$ cat config.mk
export PLATFORM = sky130hd
export DESIGN_NAME = transit_stim_seq
export DESIGN_NICKNAME = d
export VERILOG_FILES = /design/src/rtl/transit_stim_seq.sv
export SDC_FILE = /design/constraint.sdc
export NUM_CORES = 1
export LEC_CHECK = 0
export CAP_MARGIN = 10
export CORE_MARGIN = 3
export CORE_UTILIZATION = 24
export DETAILED_ROUTE_END_ITERATION = 6
export GPL_TIMING_DRIVEN = 1
export MAX_ROUTING_LAYER = met4
export PLACE_DENSITY = 0.49
export SETUP_SLACK_MARGIN = 0.02
export SLEW_MARGIN = 40
export SYNTH_ARGS = -nofsm -noshare
export SYNTH_HDL_FRONTEND = slang
export SYNTH_SLANG_ARGS = --single-unit
$ cat constraint.sdc
create_clock -name clk -period 1.7 [get_ports clk]
set_input_delay 0.34 -clock clk [delete_from_list [all_inputs] [get_ports clk]]
set_output_delay 0.34 -clock clk [all_outputs]
set_load 0.005 [all_outputs]
$ cat src/rtl/transit_stim_seq.sv
// Stimulus sequencer for the transport/bus/train checker: replays a latched
// testcase table one signal update per STEP_CYCLES clocks, then idles a tail and pulses done.
module transit_stim_seq #(
    parameter int unsigned NUM_TC      = 6,
    parameter int unsigned STEP_CYCLES = 1,
    parameter int unsigned TAIL_CYCLES = 3,
    parameter int unsigned IDX_W       = (NUM_TC > 1) ? $clog2(NUM_TC) : 1
) (
    input  logic                  clk,
    input  logic                  rst,
    input  logic                  start,
    input  logic                  hold,
    input  logic [3*NUM_TC-1:0]   tc_table,
    output logic                  transport,
    output logic                  bus,
    output logic                  train,
    output logic [IDX_W-1:0]      tc_idx,
    output logic [1:0]            phase,
    output logic                  busy,
    output logic                  done
);

    localparam int unsigned STEP_W = (STEP_CYCLES > 1) ? $clog2(STEP_CYCLES) : 1;
    localparam int unsigned TAIL_W = (TAIL_CYCLES > 1) ? $clog2(TAIL_CYCLES) : 1;
    localparam int unsigned TBL_W  = 3 * NUM_TC;

    typedef enum logic [1:0] {
        S_IDLE = 2'd0,
        S_RUN  = 2'd1,
        S_TAIL = 2'd2
    } state_e;

    state_e              state_q, state_d;
    logic [TBL_W-1:0]    tbl_q, tbl_d;
    logic [STEP_W-1:0]   step_q, step_d;
    logic [TAIL_W-1:0]   tail_q, tail_d;
    logic [IDX_W-1:0]    idx_q, idx_d;
    logic [1:0]          phase_q, phase_d;
    logic [2:0]          stim_q, stim_d;
    logic                busy_q, busy_d;
    logic                done_q, done_d;
    logic [2:0]          cur_tc;

    // Testcase word selected by the current index, {transport, bus, train}
    always_comb begin
        cur_tc = 3'b000;
        for (int unsigned k = 0; k < NUM_TC; k++) begin
            if (idx_q == IDX_W'(k)) begin
                cur_tc = tbl_q[3*k +: 3];
            end
        end
    end

    always_ff @(posedge clk or posedge rst) begin
        if (rst) begin
            state_q <= S_IDLE;
            tbl_q   <= '0;
            step_q  <= '0;
            tail_q  <= '0;
            idx_q   <= '0;
            phase_q <= 2'd0;
            stim_q  <= 3'b000;
            busy_q  <= 1'b0;
            done_q  <= 1'b0;
        end else begin
            state_q <= state_d;
            tbl_q   <= tbl_d;
            step_q  <= step_d;
            tail_q  <= tail_d;
            idx_q   <= idx_d;
            phase_q <= phase_d;
            stim_q  <= stim_d;
            busy_q  <= busy_d;
            done_q  <= done_d;
        end
    end

    always_comb begin
        state_d = state_q;
        tbl_d   = tbl_q;
        step_d  = step_q;
        tail_d  = tail_q;
        idx_d   = idx_q;
        phase_d = phase_q;
        stim_d  = stim_q;
        busy_d  = busy_q;
        done_d  = 1'b0;

        case (state_q)
            S_IDLE: begin
                if (start) begin
                    tbl_d   = tc_table;
                    stim_d  = 3'b000;
                    idx_d   = '0;
                    phase_d = 2'd0;
                    step_d  = '0;
                    busy_d  = 1'b1;
                    state_d = S_RUN;
                end
            end

            S_RUN: begin
                if (!hold) begin
                    if (step_q == STEP_W'(STEP_CYCLES - 1)) begin
                        step_d = '0;
                        // Exactly one stimulus bit moves per update edge
                        case (phase_q)
                            2'd0:    stim_d[2] = cur_tc[2];
                            2'd1:    stim_d[1] = cur_tc[1];
                            default: stim_d[0] = cur_tc[0];
                        endcase
                        if (phase_q == 2'd2) begin
                            if (idx_q == IDX_W'(NUM_TC - 1)) begin
                                tail_d  = '0;
                                state_d = S_TAIL;
                            end else begin
                                idx_d   = IDX_W'(idx_q + 1'b1);
                                phase_d = 2'd0;
                            end
                        end else begin
                            phase_d = 2'(phase_q + 2'd1);
                        end
                    end else begin
                        step_d = STEP_W'(step_q + 1'b1);
                    end
                end
            end

            S_TAIL: begin
                if (!hold) begin
                    if (tail_q == TAIL_W'(TAIL_CYCLES - 1)) begin
                        tail_d  = '0;
                        busy_d  = 1'b0;
                        done_d  = 1'b1;
                        state_d = S_IDLE;
                    end else begin
                        tail_d = TAIL_W'(tail_q + 1'b1);
                    end
                end
            end

            default: state_d = S_IDLE;
        endcase
    end

    assign transport = stim_q[2];
    assign bus       = stim_q[1];
    assign train     = stim_q[0];
    assign tc_idx    = idx_q;
    assign phase     = phase_q;
    assign busy      = busy_q;
    assign done      = done_q;

endmodule

# Word level (Yosys, flattened, before mapping)
# Index checks and enable logic that the tools add are counted.
# totals
regBits,33
latch_bits,0
ramBits,0
rom_bits,0
in_bits,22
out_inout_bits,10
word_cells,104
memories,0
# classes
addsub,4
mul,0
div,0
order_cmp,0
eq_ne,22
shifts,0
muxes,50
bitwise_logic,0
reduce_logical,17
# ops
operator,n
$mux W3,13
$mux W2,18
$reduce_and A5 Y1,4
$ne A2 B2 Y1 const B,9
$mux W1,12
$pmux W3 S2,2
$reduce_and A6 Y1,2
$pmux W2 S2,2
$reduce_and A7 Y1,1
$eq A2 B2 Y1 const B,3
$eq A3 B2 Y1 const B,2
$eq A3 B3 Y1 const B,2
$pmux W2 S3,1
$reduce_bool A2 Y1,3
$add A2 B1 Y2 const B,2
$eq A2 B1 Y1 const B,2
$logic_not A2 Y1,2
$ne A2 B1 Y1 const B,2
$pmux W1 S2,2
$reduce_and A4 Y1,1
$add A3 B1 Y3 const B,1
$eq A3 B1 Y1 const B,1
$logic_not A3 Y1,1
$ne A3 B3 Y1 const B,1
4 further kinds,4

# Depth between registers and ports, before layout
# Gate-level depths: netlist (run 1).
# depth
depth_word,11
mapped_depth,8
mapped_depth_nobuf,6

# Least setup slack after synthesis (run 1)
# OpenSTA, ideal clock, no wires.
# synth_timing
path_type,register to register
from,reg idx_q[2] (netlist: tc_idx[2])
to,reg stim_q[2]
setup_ps,84
arrival_ps,1672
required_ps,1616
path_slack_ps,-56
stages_incl_launch_ff,8
n_path_buf,2
synth_period_minus_slack_ps,1756
cell_sequence,dfrtp_1 buf_2 inv_1 ha_1 clkbuf_1 o311a_1 a211o_1 a41oi_2
# synth_between
elab_chain_cells,11
word_cells_on_any_way,16
cone_classes,eq/ne: 5; mux: 10; reduce/logical: 1
# synth_lines
item,line_no,rtl
from (decl),37,"logic [IDX_W-1:0] idx_q, idx_d;"
from (signal assigned),70,idx_q <= idx_d;
$logic_not A3 Y1,48,if (idx_q == IDX_W'(k)) begin
$mux W3 (5 in series),48,
$mux W3 *,48,
$mux W1 *,107,case (phase_q)
$mux W3 *,104,if (step_q == STEP_W'(STEP_CYCLES - 1)) begin
$mux W3 *,103,if (!hold) begin
$pmux W3 S2 *,89,case (state_q)
to (signal assigned),72,stim_q <= stim_d;
to (decl),39,"logic [2:0] stim_q, stim_d;"
# Every way passes the cells marked *; elsewhere a longest branch is shown, timed or not. The select of a mux whose other input is x is not followed.
# A chain may end at the register's enable or synchronous reset.

# Worst setup path in the final report (run 1)
# layout_timing
from,reg idx_q[2] (netlist: tc_idx[2])
to,out tc_idx[2]
# layout_lines
item,line_no,rtl
to (decl),17,"output logic [IDX_W-1:0] tc_idx,"
# No word-level cell between the ends.

==> results of run 1 <==
## final cells by class
type	instances	area, um^2	area share [%]
timing repair buffer	49	462	19.7
inverter	7	26.3	1.12
sequential	32	805	34.3
clock inverter	1	5.00	0.214
tap	93	116	4.97
multi-input combinational	105	856	36.5
clock buffer	6	72.6	3.10
## final timing paths
path                       slack, ns       from  depth (start not counted)        end
min in group clk                0.48  tbl_q[14]                          1  tbl_q[14]
max in group asynchronous       0.93        rst                          3   phase[1]
max                             0.11  tc_idx[2]                          2  tc_idx[2]
max reg2reg                     0.11  tc_idx[0]                          5  stim_q[2]
min reg2reg                     0.48  tbl_q[14]                          1  tbl_q[14]
min                             0.45        rst                          3  tail_q[0]
## critical path, delay by kind of cell (launching register included)
kind                   cells  cell delay, ns
buffers and inverters      2            0.60
DFF                        1            0.38
## routing by layer
layer	GRT usage, %	wire, um	up-vias
met5	-	0	-
met3	3.87	160	7
met2	15.6	1770	25
met4	4.06	68	0
met1	13.9	1860	608
li1	-	-	639
## power groups by stage
stage | registers, mW | clock network [mW] | logic (mW)
6_report | 1.34 | 0.538 | 1.70
4_1_cts | 1.33 | 0.571 | 1.59
5_1_grt | 1.39 | 0.612 | 1.90
3_3_place_gp | 1.34 | 0 | 1.55
3_5_place_dp | 1.34 | 0 | 1.56
2_1_floorplan | 1.28 | 0 | 0.996
## through the flow
step	cells	power, mW	hold slack (ns)	area, um^2
after floorplan	150	2.27	0.437	1690
after global placement	284	2.88	0.470	2200
after detailed placement	284	2.91	0.474	2200
after CTS	291	3.50	0.463	2290
after global routing	293	3.91	0.475	2340
final	293	3.58	0.448	2340
## cell families (layout without fill, tap and decap cells)
logic type      after synthesis  count (layout)
simple gates                 42              42
flops                        32              32
compound gates               39              39
fa+ha+maj                     5               5
buf+inv                      13              63
mux                          19              19
## cell usage in the layout (no fill, tap or decap), drive strengths merged, types with 2 or more instances in the layout
cell,instances
nand2,13
nand2b,7
nand4,2
mux2i,2
clkdlybuf4s50,31
inv,7
ha,5
nor2b,7
buf,18
a221oi,3
nand3,2
dfrtp,32
a21oi,6
clkbuf,6
mux2,17
nor2,5
o21ai,14
nor3b,2
nor3,2
## flip-flops by register name, indices dropped and copies added (netlist names)
signal,flops
tbl_q,18
stim_q,3
tc_idx,3
phase,2
state_q,2
tail_q,2
busy,1
done,1
## timing repair
action | in CTS | in global routing
pin swaps | 0 | 3
buffers inserted | 0 | 2
gates resized for setup | 2 | 14
setup endpoints to repair | 2 | 5
hold buffers | 0 | 0
==> results_dict.tcl, run 1 <==
set metrics [dict create \
    status "complete, no violations" \
    routedWlPerCell_um 13.2 \
    fmax_mhz 628 \
    diodes 0 \
    clock_latency_ns 0.28 \
    ir_worst_vdd_mv 0.342 \
    synth_nets 177 \
    p_sw_mw 1.25 \
    slew_viol_final 0 \
    groute.usage.overall_pct 10.8 \
    seqPwrFrac_pct 37.4 \
    synthTopCellsByArea "dfrtp_1 48%, mux2_1 10%, ha_1 3.7%, nand2_1 2.9%, o21ai_1 2.4%" \
    worstHoldPathType "input port to asynchronous set/reset pin" \
    synth_xor_area_share_pct 0 \
    synth_common_cells "32 x dfrtp_1, 15 x mux2_1, 13 x nand2_1, 8 x o21ai_1, 7 x inv_1" \
    initial_core_util_pct 25.5 \
    core_area_um2 6570 \
    drt_first_pass_iters 2 \
    fin_setup_tns_ns 0 \
    synth_mux_area_share_pct 12.9 \
    cp_cell_sequence "buf_6 -> clkdlybuf4s50_1" \
    htreeDepth 2 \
    worst_setup_path_end_kind "primary output" \
    routed_via_density 4.37 \
    final_util_pct 35.7 \
    timing.slew.headroom_pct 72.4 \
    finalNetCount 227 \
    synth_most_common_cell "dfrtp_1" \
    setup_ws_ns 0.109 \
    setup_violations 0 \
    grt_max_degree 33 \
    ys_seq_area_share_pct 47.9 \
    skew_ns 0.00502 \
    yosys_most_used_dff "dfrtp_1" \
    p_int_mw 2.33 \
    cts_tree "done" \
    synth_top_area_share_pct 47.9 \
    avgSynthCellArea_um2 11.2 \
    place_congestion 0.720 \
    clockPowerShare_pct 15.0 \
    drt_iter0_drc 16 \
    wirelength_mm 3.86 \
    antenna_found_initial 0 \
    post-place-ws_ns -0.0905 \
    yosysWarnings 0 \
    max-cap-violations 0 \
    cts_buffers 5 \
    finalHoldViolCount 0 \
    grt_pass1_vias 1307 \
    synth_top_family_by_area "compound AO/OA/AOI/OAI gates" \
    worst-endpoint-arrival_ns 1.25 \
    clock-sinks 32 \
    synth_compound_area_share_pct 17.5 \
    final_layout_size_suffix_gt1_share_pct 24.0 \
    grt_pass1_wl_mm 6.32 \
    drc_errors 0 \
    postRouteAntennaNets 0 \
    fp.dieW_um 89.5 \
    required_ns 1.36 \
    slowest_delay_ns 0.49 \
    syn_to_final_growth_pct 40.0 \
    leakage_nw 0.956 \
    cts-root-buf "clkbuf_8" \
    die_area_um2 8010 \
    cellPowerDensity_nw_per_um2 1530 \
    final.min_clock_period_ns 1.59 \
    finalCritPeriodShare_pct 93.6 \
    async_flop_share_pct 100 \
    crit_path_start_kind "flop" \
    grt_overflow 0 \
    syn_inst 150 \
    synthAdderAreaFrac_pct 3.74 \
    synth_edf_count 0 \
    swShare_pct 34.9 \
    syn_area_um2 1670 \
    vias 1279 \
    clk_pin_slew_ns 0.07 \
    rows 29 \
    synth-seq-cells 32 \
    hpwl_mm 2.87 \
    n_fill_cell 670 \
    cpMaxStageDelayCell "clkdlybuf4s50_1" \
    die_h_um 89.5 \
    ys_types 46 \
    clockBufferDepth 2 \
    worstSetupPathType "flop to primary output" \
    yosys.area_share.simple_pct 14.3 \
    worst_slew_pin_slew_ns 0.414 \
    synth_top_area_cell "dfrtp_1" \
    rsz0062_at_grt "no" \
    combPwrFrac_pct 47.6 \
    io_pins 32 \
    critPathMaxFanout 2 \
    io_buffers 31 \
]
Power figures use the tool's default switching activity.
==> run 2: changes to the inputs <==
==> constraint.sdc (replaced) <==
create_clock -name clk -period 1.7 [get_ports clk]
set_input_delay 0.51 -clock clk [delete_from_list [all_inputs] [get_ports clk]]
set_output_delay 0.51 -clock clk [all_outputs]
set_load 0.005 [all_outputs]
==> results_dict.tcl, run 2 (same netlist as run 1, synthesis figures left out) <==
set metrics [dict create \
    cellPowerDensity_nw_per_um2 1500 \
    final_layout_size_suffix_gt1_share_pct 22.2 \
    worstSetupPathType "flop to flop" \
    ir_worst_vdd_mv 0.600 \
    drt_iter0_drc 69 \
    power.total_mw 3.57 \
    hpwl_mm 2.92 \
    final_cell_count_no_fill 296 \
    drc_errors 0 \
    io_buffers 31 \
    cts_buffers 5 \
    regToRegSetupSlack_ns 0.05 \
    layout_commonest_cell "dfrtp_1" \
    whs_path_depth 1 \
    r2r_cells 5 \
    grt-busiest-layer "met2" \
    timing.rr.end "stim_q[2]" \
    grt_pass1_vias 1340 \
    finalNetCount 229 \
    diodes 0 \
    largest_register_ffs 18 \
    clock-sinks 32 \
    final_util_pct 36.3 \
    cts_tree "done" \
    grt_max_degree 33 \
    crit_path_start_kind "flop" \
    worst_setup_path_end_kind "flop" \
    die_area_um2 8010 \
    grt_overflow 0 \
    worst_slew_pin_slew_ns 0.473 \
    use_met3_pct 3.69 \
    vias 1320 \
    finalCritPeriodShare_pct 97.0 \
    setup_ws_ns 0.0512 \
    status "complete, no violations" \
    cts-root-buf "clkbuf_8" \
    top_register "tbl_q" \
    required_ns 1.90 \
    post-place-ws_ns -0.245 \
    die_h_um 89.5 \
    numPlacedInstances 285 \
    core_area_um2 6570 \
    holdWs_ns 0.486 \
    initial_core_util_pct 25.5 \
    wirelength_mm 3.98 \
    skew_ns 0.00278 \
    clk_pin_slew_ns 0.06 \
    rr_startpoint "tc_idx[0]" \
    htreeDepth 2 \
    worstHoldPathType "flop to flop" \
    clock_latency_ns 0.28 \
    io_pins 32 \
    rows 29 \
    routedWlPerCell_um 13.4 \
    place_congestion 0.737 \
    critPathMaxFanout 4 \
    fin_setup_tns_ns 0 \
    postRouteAntennaNets 0 \
    finalHoldViolCount 0 \
    fp.dieW_um 89.5 \
    groute.usage.overall_pct 11.3 \
    final.min_clock_period_ns 1.65 \
    drt_first_pass_iters 4 \
    final_cell_mix "30 x dfrtp_1, 22 x clkdlybuf4s50_1, 18 x buf_4, 15 x mux2_1, 13 x nand2_1" \
    grt_pass1_wl_mm 6.66 \
    fmax_mhz 606 \
    slew_viol_final 0 \
    routed_via_density 4.46 \
    max-cap-violations 0 \
    antenna_found_initial 0 \
    placed_cell_area_um2 2220 \
    setup_violations 0 \
    globalRouteMet2Util_pct 16.3 \
    fin_area_um2 2380 \
    leakage_nw 1.07 \
    worst-endpoint-arrival_ns 1.85 \
    hold_path_end "tbl_q[2]" \
    timing.slew.headroom_pct 68.4 \
    clockBufferDepth 2 \
    syn_to_final_growth_pct 42.4 \
    globalRouteMet1Util_pct 15.1 \
    rsz0062_at_grt "yes" \
    min_from "tbl_q[2]" \
]
-- run 2: critical path, stage by stage (launching register included) --
cell	delay [ns]
dfrtp_2	0.45
ha_2	0.20
ha_1	0.20
o311a_1	0.33
a211o_1	0.24
a41oi_2	0.15
-- run 2: final cells by class --
class / instances / area (um^2)
Sequential cell: 32 / 803
Multi-Input combinational cell: 105 / 850
Timing Repair Buffer: 51 / 497
Fill cell: 690 / 4190
Tap cell: 93 / 116
Clock buffer: 8 / 90.1
Inverter: 7 / 26.3
-- run 2: layer usage --
metal | routed length (um) | up-vias
met5 | 0 | -
met4 | 41 | 0
met3 | 198 | 6
met2 | 1830 | 32
met1 | 1920 | 639
li1 | - | 643
-- run 2: worst max path at each step --
stage	from	to	slack, ns	cells past startpoint
6_report	tc_idx[0]	stim_q[2]	0.05	5
5_1_grt	tc_idx[0]	stim_q[2]	-0.003	6
4_1_cts	stim_q[2]	transport	0.02	1
3_5_place_dp	hold	stim_q[1]	-0.25	5
3_3_place_gp	hold	stim_q[1]	-0.22	5
2_1_floorplan	tc_idx[0]	stim_q[2]	0.04	6
-- run 2: repair_timing --
item                       in CTS  in global routing
setup endpoints to repair       4                 11
pin swaps                       0                  5
hold buffers                    0                  0
setup buffers                   1                  2
gates resized for setup         4                 16
-- run 2: power by group --
part	internal [mW]	switching, mW	leakage (nW)
Clock	0.330	0.275	0.0455
Sequential	1.10	0.246	0.383
Combinational	0.883	0.736	0.644
Total	2.31	1.26	1.07
